$ cat src/rtl/execute_pkg.sv
// Shared encodings for the execute stage: ALUOp, funct and forwarding selects,
// plus the multiply/divide iteration-counter width helper.
package execute_pkg;

   localparam logic [1:0] ALUOP_ADD   = 2'b00;
   localparam logic [1:0] ALUOP_SUB   = 2'b01;
   localparam logic [1:0] ALUOP_FUNCT = 2'b10;
   localparam logic [1:0] ALUOP_RSVD  = 2'b11;

   localparam logic [5:0] FN_ADD   = 6'h20;
   localparam logic [5:0] FN_SUB   = 6'h22;
   localparam logic [5:0] FN_AND   = 6'h24;
   localparam logic [5:0] FN_OR    = 6'h25;
   localparam logic [5:0] FN_SLT   = 6'h2A;
   localparam logic [5:0] FN_MULT  = 6'h18;
   localparam logic [5:0] FN_MULTU = 6'h19;
   localparam logic [5:0] FN_MFHI  = 6'h10;
   localparam logic [5:0] FN_MFLO  = 6'h12;

   localparam logic [1:0] FWD_REG     = 2'b00;
   localparam logic [1:0] FWD_EX_MEM  = 2'b01;
   localparam logic [1:0] FWD_MEM_WB  = 2'b10;
   localparam logic [1:0] FWD_REG_ALT = 2'b11;

   function automatic int md_cnt_w(input int data_w);
      return $clog2(data_w + 1);
   endfunction

endpackage

$ cat src/rtl/md_unit.sv
// Iterative shift-add multiplier holding HI/LO; one partial product per cycle,
// DATA_W cycles per multiply, signed handled by magnitude multiply plus negate.
module md_unit
   import execute_pkg::*;
#(
   parameter int DATA_W = 32
) (
   input  logic              clock,
   input  logic              reset,
   input  logic              i_start,
   input  logic              i_signed,
   input  logic [DATA_W-1:0] i_op_a,
   input  logic [DATA_W-1:0] i_op_b,
   output logic              o_busy,
   output logic [DATA_W-1:0] o_hi,
   output logic [DATA_W-1:0] o_lo
);

   localparam int CNT_W = md_cnt_w(DATA_W);

   logic                r_busy;
   logic [CNT_W-1:0]    r_cnt;
   logic [DATA_W-1:0]   r_hi;
   logic [DATA_W-1:0]   r_lo;
   logic [DATA_W-1:0]   r_mcand;
   logic [2*DATA_W-1:0] r_prod;
   logic                r_neg;

   logic [DATA_W-1:0]   w_abs_a;
   logic [DATA_W-1:0]   w_abs_b;
   logic [DATA_W:0]     w_sum;
   logic [2*DATA_W-1:0] w_prod_nxt;
   logic [2*DATA_W-1:0] w_final;

   assign w_abs_a = (i_signed && i_op_a[DATA_W-1]) ? -i_op_a : i_op_a;
   assign w_abs_b = (i_signed && i_op_b[DATA_W-1]) ? -i_op_b : i_op_b;

   // Upper half accumulates the multiplicand when the current multiplier LSB is set.
   assign w_sum      = {1'b0, r_prod[2*DATA_W-1:DATA_W]} + (r_prod[0] ? {1'b0, r_mcand} : '0);
   assign w_prod_nxt = {w_sum, r_prod[DATA_W-1:1]};
   assign w_final    = r_neg ? -w_prod_nxt : w_prod_nxt;

   always_ff @(posedge clock or posedge reset) begin
      if (reset) begin
         r_busy  <= 1'b0;
         r_cnt   <= '0;
         r_hi    <= '0;
         r_lo    <= '0;
         r_mcand <= '0;
         r_prod  <= '0;
         r_neg   <= 1'b0;
      end else if (r_busy) begin
         r_prod <= w_prod_nxt;
         r_cnt  <= r_cnt - CNT_W'(1);
         if (r_cnt == CNT_W'(1)) begin
            r_busy <= 1'b0;
            r_hi   <= w_final[2*DATA_W-1:DATA_W];
            r_lo   <= w_final[DATA_W-1:0];
         end
      end else if (i_start) begin
         r_busy  <= 1'b1;
         r_cnt   <= CNT_W'(DATA_W);
         r_mcand <= w_abs_a;
         r_prod  <= {{DATA_W{1'b0}}, w_abs_b};
         r_neg   <= i_signed & (i_op_a[DATA_W-1] ^ i_op_b[DATA_W-1]);
      end
   end

   assign o_busy = r_busy;
   assign o_hi   = r_hi;
   assign o_lo   = r_lo;

endmodule

$ cat src/rtl/execute_stage_md.sv
// Execute stage with forwarding muxes, inline ALU and EX/MEM register; mult/multu
// run in md_unit while independent work proceeds, dependent ops stall upstream.
module execute_stage_md
   import execute_pkg::*;
#(
   parameter int DATA_W = 32,
   parameter int ADDR_W = 11,
   parameter int REG_W  = 5
) (
   input  logic              clock,
   input  logic              reset,
   input  logic              ALUSrc,
   input  logic              RegDst,
   input  logic [1:0]        ALUOp,
   input  logic [DATA_W-1:0] registro_1,
   input  logic [DATA_W-1:0] registro_2,
   input  logic [DATA_W-1:0] sign_extend,
   input  logic [ADDR_W-1:0] jump_dest_addr,
   input  logic [REG_W-1:0]  reg_dest_r_type,
   input  logic [REG_W-1:0]  reg_dest_l_type,
   input  logic [1:0]        fwd_a,
   input  logic [1:0]        fwd_b,
   input  logic [DATA_W-1:0] ex_mem_fwd_data,
   input  logic [DATA_W-1:0] mem_wb_fwd_data,
   input  logic              flush,
   input  logic              MemToReg_in,
   input  logic              RegWrite_in,
   input  logic              MemRead_in,
   input  logic              MemWrite_in,
   input  logic              Branch_in,
   output logic [DATA_W-1:0] result_out,
   output logic [DATA_W-1:0] registro_2_out,
   output logic [REG_W-1:0]  reg_dest_out,
   output logic [ADDR_W-1:0] jump_dest_addr_out,
   output logic              zero_signal_out,
   output logic              MemToReg_out,
   output logic              RegWrite_out,
   output logic              MemRead_out,
   output logic              MemWrite_out,
   output logic              Branch_out,
   output logic              stall_out,
   output logic              md_busy
);

   logic [DATA_W-1:0] w_op_a;
   logic [DATA_W-1:0] w_op_b_fwd;
   logic [DATA_W-1:0] w_op_b;
   logic [DATA_W-1:0] w_alu_res;
   logic [DATA_W-1:0] w_hi;
   logic [DATA_W-1:0] w_lo;
   logic [5:0]        w_funct;
   logic              w_is_md;
   logic              w_is_hilo;
   logic              w_md_start;
   logic              w_bubble;

   always_comb begin
      case (fwd_a)
         FWD_EX_MEM: w_op_a = ex_mem_fwd_data;
         FWD_MEM_WB: w_op_a = mem_wb_fwd_data;
         FWD_REG:    w_op_a = registro_1;
         default:    w_op_a = registro_1;
      endcase
      case (fwd_b)
         FWD_EX_MEM: w_op_b_fwd = ex_mem_fwd_data;
         FWD_MEM_WB: w_op_b_fwd = mem_wb_fwd_data;
         FWD_REG:    w_op_b_fwd = registro_2;
         default:    w_op_b_fwd = registro_2;
      endcase
   end

   assign w_op_b    = ALUSrc ? sign_extend : w_op_b_fwd;
   assign w_funct   = sign_extend[5:0];
   assign w_is_md   = (ALUOp == ALUOP_FUNCT) && (w_funct == FN_MULT || w_funct == FN_MULTU);
   assign w_is_hilo = (ALUOp == ALUOP_FUNCT) && (w_funct == FN_MFHI || w_funct == FN_MFLO);

   assign stall_out  = md_busy & (w_is_md | w_is_hilo);
   assign w_md_start = w_is_md & ~md_busy & ~flush;
   // A multiply occupies no EX/MEM slot of its own; results come back via mfhi/mflo.
   assign w_bubble   = flush | stall_out | w_is_md;

   always_comb begin
      w_alu_res = w_op_a + w_op_b;
      case (ALUOp)
         ALUOP_SUB: w_alu_res = w_op_a - w_op_b;
         ALUOP_FUNCT: begin
            case (w_funct)
               FN_ADD:  w_alu_res = w_op_a + w_op_b;
               FN_SUB:  w_alu_res = w_op_a - w_op_b;
               FN_AND:  w_alu_res = w_op_a & w_op_b;
               FN_OR:   w_alu_res = w_op_a | w_op_b;
               FN_SLT:  w_alu_res = {{(DATA_W-1){1'b0}}, ($signed(w_op_a) < $signed(w_op_b))};
               FN_MFHI: w_alu_res = w_hi;
               FN_MFLO: w_alu_res = w_lo;
               default: w_alu_res = w_op_a + w_op_b;
            endcase
         end
         ALUOP_RSVD: w_alu_res = w_op_a + w_op_b;
         default:    w_alu_res = w_op_a + w_op_b;
      endcase
   end

   md_unit #(.DATA_W(DATA_W)) u_md (
      .clock    (clock),
      .reset    (reset),
      .i_start  (w_md_start),
      .i_signed (w_funct == FN_MULT),
      .i_op_a   (w_op_a),
      .i_op_b   (w_op_b),
      .o_busy   (md_busy),
      .o_hi     (w_hi),
      .o_lo     (w_lo)
   );

   always_ff @(posedge clock or posedge reset) begin
      if (reset) begin
         result_out         <= '0;
         registro_2_out     <= '0;
         reg_dest_out       <= '0;
         jump_dest_addr_out <= '0;
         zero_signal_out    <= 1'b0;
         MemToReg_out       <= 1'b0;
         RegWrite_out       <= 1'b0;
         MemRead_out        <= 1'b0;
         MemWrite_out       <= 1'b0;
         Branch_out         <= 1'b0;
      end else begin
         result_out         <= w_alu_res;
         registro_2_out     <= w_op_b_fwd;
         reg_dest_out       <= RegDst ? reg_dest_r_type : reg_dest_l_type;
         jump_dest_addr_out <= jump_dest_addr;
         zero_signal_out    <= (w_alu_res == '0);
         MemToReg_out       <= MemToReg_in & ~w_bubble;
         RegWrite_out       <= RegWrite_in & ~w_bubble;
         MemRead_out        <= MemRead_in  & ~w_bubble;
         MemWrite_out       <= MemWrite_in & ~w_bubble;
         Branch_out         <= Branch_in   & ~w_bubble;
      end
   end

endmodule

$ cat config.mk
export PLATFORM = sky130hd
export DESIGN_NAME = execute_stage_md
export DESIGN_NICKNAME = d
export VERILOG_FILES = /design/src/rtl/execute_pkg.sv /design/src/rtl/md_unit.sv /design/src/rtl/execute_stage_md.sv
export SDC_FILE = /design/constraint.sdc
export NUM_CORES = 1
export LEC_CHECK = 0
export ABC_CLOCK_PERIOD_IN_PS = 11500
export BUFFER_PORTS_ARGS = -buffer_cell sky130_fd_sc_hd__buf_2
export CORE_MARGIN = 1.5
export CORE_UTILIZATION = 55
export CTS_CLUSTER_DIAMETER = 50
export DETAILED_ROUTE_END_ITERATION = 7
export PLACE_DENSITY_LB_ADDON = 0.08
export SYNTH_ARGS = -nofsm -noshare
export SYNTH_HDL_FRONTEND = slang
export SYNTH_SLANG_ARGS = --single-unit
$ cat constraint.sdc
create_clock -name clock -period 11.5 [get_ports clock]
set_input_delay 1.15 -clock clock [delete_from_list [all_inputs] [get_ports clock]]
set_output_delay 1.15 -clock clock [all_outputs]
set_load 0.05 [all_outputs]
==> summary.txt <==
Logic synthesis
  – Top cells by count, synth: nand2_1 (376), o21ai_0 (319), dfrtp_1 (254)
  – Top-area cell type share of the netlist area: 0.292
  – Yosys cell types: 93
  – Most frequent cell after synthesis: nand2_1
  – Main synth FF type: dfrtp_1
  – Synthesized flop and latch total: 254
  – Syn nets: 3131
  – Dominant cells by area after synthesis: dfrtp_1 (29%), ha_1 (8.0%), o21ai_0 (7.3%)
  – Dominant cell type by area after synthesis: dfrtp_1
  – Synth async-reset ratio: 1.00
  – Post-synthesis cell count: 2792
  – Register area share after synthesis: 0.292
  – Synth Cell Area: 21800 sq um
  – Syn Area/Cell: 7.80 sq um
  – EDFF count, synth: 0
  – Synthesis Warnings: 0

Clock tree
  – Clk slew on worst S/H paths: 0.06 ns
  – Clock Tree Root: clkbuf_16
  – CTS resizes: 0
  – Htree depth: 1
  – Clock Latency Late Sink: 0.60 ns
  – CTS Buf Count: 31
  – Hold_buf cts: 0
  – Post-CTS Repair Setup Buffers: 0
  – TritonCTS sink count: 254
  – Clock Tree Buf Depth: 3
  – CTS tree: built

Pwr
  – Sw frac: 0.466
  – VDD IR max: 0.000138 V
  – Net Switching: 2.10 mW
  – Power Density: 183 nW/um^2
  – Leakage: 11.5 nW
  – Internal power: 2.41 mW
  – Combinational power share: 0.486
  – Seq pwr share: 0.276
  – Share of total power in the clock network: 0.237

Routing
  – Antenna-violating nets left: 0
  – Detailed-route wire length: 95000 um
  – Wire length per cell: 26.9 um
  – Initial drt markers: 3455
  – # DRC: 0
  – Detailed-route vias per instance: 6.89
  – First-pass DRT Iterations: 8
  – Vias post-DR: 24300

Global routing
  – Initial antenna violation count: 3
  – Total GRT Usage: 0.454
  – First-pass GRT wire length: 141000 um
  – Number of global-route vias before repair: 23500
  – Grt ovf: 0
  – Pin count of the biggest net entering global routing: 124

Timing
  – Worst Tran Pin Value: 1.41 ns
  – Fin Setup TNS: 0 ns
  – Tcrit/Tclk final: 0.590
  – Final WS setup: 4.71 ns
  – Final number of setup-violating endpoints: 0
  – Fmax: 147 MHz
  – RSZ-0062 raised after global routing: no
  – Slew Viols, Final: 0
  – Hold Fails Final Rpt: 0
  – Clock Skew: 0.0125 ns
  – Fin crit period: 6.79 ns
  – Worst rel slew slack: 0.0623

Die
  – Initial core utilization: 0.561
  – Ports: 285
  – Cell row count: 72
  – Die area: 40800 sq um
  – Die height: 202 um
  – Die X: 202 um
  – CORE AREA: 38800 sq um

Worst setup path
  – Crit path capture type: register
  – Critical path launch point type: input pin
  – Crit path required time: 12.03 ns
  – Worst r2r dst: u_md.o_hi[31]$_DFFE_PP0P_
  – Slowest cell delay on critical path: 1.10 ns
  – R2r startpoint: u_md.r_prod[0]$_DFFE_PP0P_
  – Worst Path Arrival: 7.32 ns
  – Setup CP Type: input pin to register
  – Cell chain of the critical path: buf_2 > inv_1 > ha_1 > buf_4 > a221oi_1 > o31ai_1 > inv_1 > ha_1 > a21oi_1 > o32ai_1 > o21ai_0 > o211ai_1 > a31o_2 > a221oi_1 > a21oi_1 > or3_1 > and3_1 > or4_1 > nor2_1
  – Crit-path max FO: 48
  – Worst r2r path cells: 13
  – Reg2Reg Setup Slack: 5.07 ns
  – Critical path's slowest cell: o31ai_1

Place
  – I/O Buffers: 284
  – Post-DP HPWL: 72100 um
  – Pre-CTS WS: 4.41 ns
  – RD Place Congestion: 1.06

Flow run
  – Max Cap Violations: 0

Min path
  – Worst Hold Launch: u_md.r_mcand[17]$_DFFE_PP0P_
  – Worst hold endpoint: u_md.r_mcand[17]$_DFFE_PP0P_
  – Worst Hold Depth: 2
  – Hold WC Path Type: register to register

Cells and area
  – Final design utilization: 0.636
  – Fillers: 3275
  – Layout cells sized above 1: 0.150
  – Area delta synth->final: 13.4%
  – Final Net Count: 3323

Status
  – Status: finished, final reports clean
cell families after synthesis:
kind of cell	after synthesis	synth area share
and+or+nand+nor	949	0.209
AOI/OAI and AO/OA	940	0.280
buffers and inverters	310	0.0548
DFF	254	0.292
xor gates and xnor gates	169	0.0680
adders and majority gates	142	0.0826
muxes	28	0.0133
layout make-up:
class	count	area, sq um	area share
well taps	518	648	0.0263
flip-flops and latches	254	6360	0.258
diodes	1	2.50	0.000101
repair buffers	332	1780	0.0722
multi-input cells	2228	14300	0.577
inverters	137	522	0.0211
clock inverters	21	272	0.0110
clock buffers	37	848	0.0344
critical path: cells and delay by family:
family / cells / cell delay, ns
AOI/OAI and AO/OA: 9 / 3.37
buffers and inverters: 4 / 0.72
adders and majority gates: 2 / 0.90
and+or+nand+nor: 4 / 1.14
metal layers:
metal  global-route usage  part of all wire  vias up
met2                0.716              0.44     1901
met4                0.311             0.080        2
met5                    0           0.00013        -
met1                0.565              0.36    11500
met3               0.0834              0.12      453
li1                     -                 -    10500
power by group through the flow:
stage	registers (mW)	clock network [mW]	logic, mW
finish	1.25	1.07	2.20
floorplan	1.39	0	1.32
global placement	1.23	0	2.04
detailed placement	1.25	0	2.10
CTS	1.24	1.07	2.13
global route	1.26	1.11	2.34
sequential cells by signal (all words and copies together), names as in the netlist, 5 cells and up:
register / cells
jump_dest_addr_out: 11
reg_dest_out: 5
registro_2_out: 32
result_out: 32
u_md.o_hi: 32
u_md.o_lo: 32
u_md.r_cnt: 6
u_md.r_mcand: 32
u_md.r_prod: 64
how the worst max path moves through the flow:
| stage | startpoint | to | cells after the start |
|---|---|---|---|
| 2_1_floorplan | reset | Branch_out$_DFF_PP0_ | 1 |
| 5_1_grt | ALUSrc | zero_signal_out$_DFF_PP0_ | 17 |
| 4_1_cts | fwd_b[0] | zero_signal_out$_DFF_PP0_ | 19 |
| 6_report | fwd_b[0] | zero_signal_out$_DFF_PP0_ | 19 |
| 3_3_place_gp | ALUSrc | zero_signal_out$_DFF_PP0_ | 17 |
| 3_5_place_dp | fwd_b[0] | zero_signal_out$_DFF_PP0_ | 19 |
per-stage QoR:
step | cell area, sq um | power (mW) | cells | hold slack (ns)
6_report | 24700 | 4.51 | 3528 | 0.476
5_1_grt | 24700 | 4.71 | 3527 | 0.511
4_1_cts | 24700 | 4.44 | 3527 | 0.476
3_5_place_dp | 23600 | 3.34 | 3469 | 0.463
3_3_place_gp | 23600 | 3.28 | 3469 | 0.456
2_1_floorplan | 21800 | 2.71 | 2792 | 0.440
layout by cell type, fill, tap and decap left out, drive strengths merged, types with 17 or more instances in the layout:
| cell type | count |
|---|---|
| mux2i | 21 |
| o2111ai | 21 |
| nor2 | 195 |
| dfrtp | 254 |
| and3 | 17 |
| ha | 139 |
| or3 | 22 |
| nand3 | 56 |
| buf | 332 |
| or4 | 19 |
| a31oi | 33 |
| inv | 140 |
| nor4 | 21 |
| nor3 | 53 |
| a21oi | 147 |
| and2 | 50 |
| o211ai | 23 |
| clkbuf | 37 |
| a221oi | 30 |
| nand2b | 24 |
| o21ai | 321 |
| a21o | 35 |
| xor2 | 72 |
| a22oi | 89 |
| o31ai | 47 |
| nand2 | 376 |
| a211oi | 33 |
| xnor2 | 97 |
| nor2b | 31 |
Power figures use the tool's default switching activity.
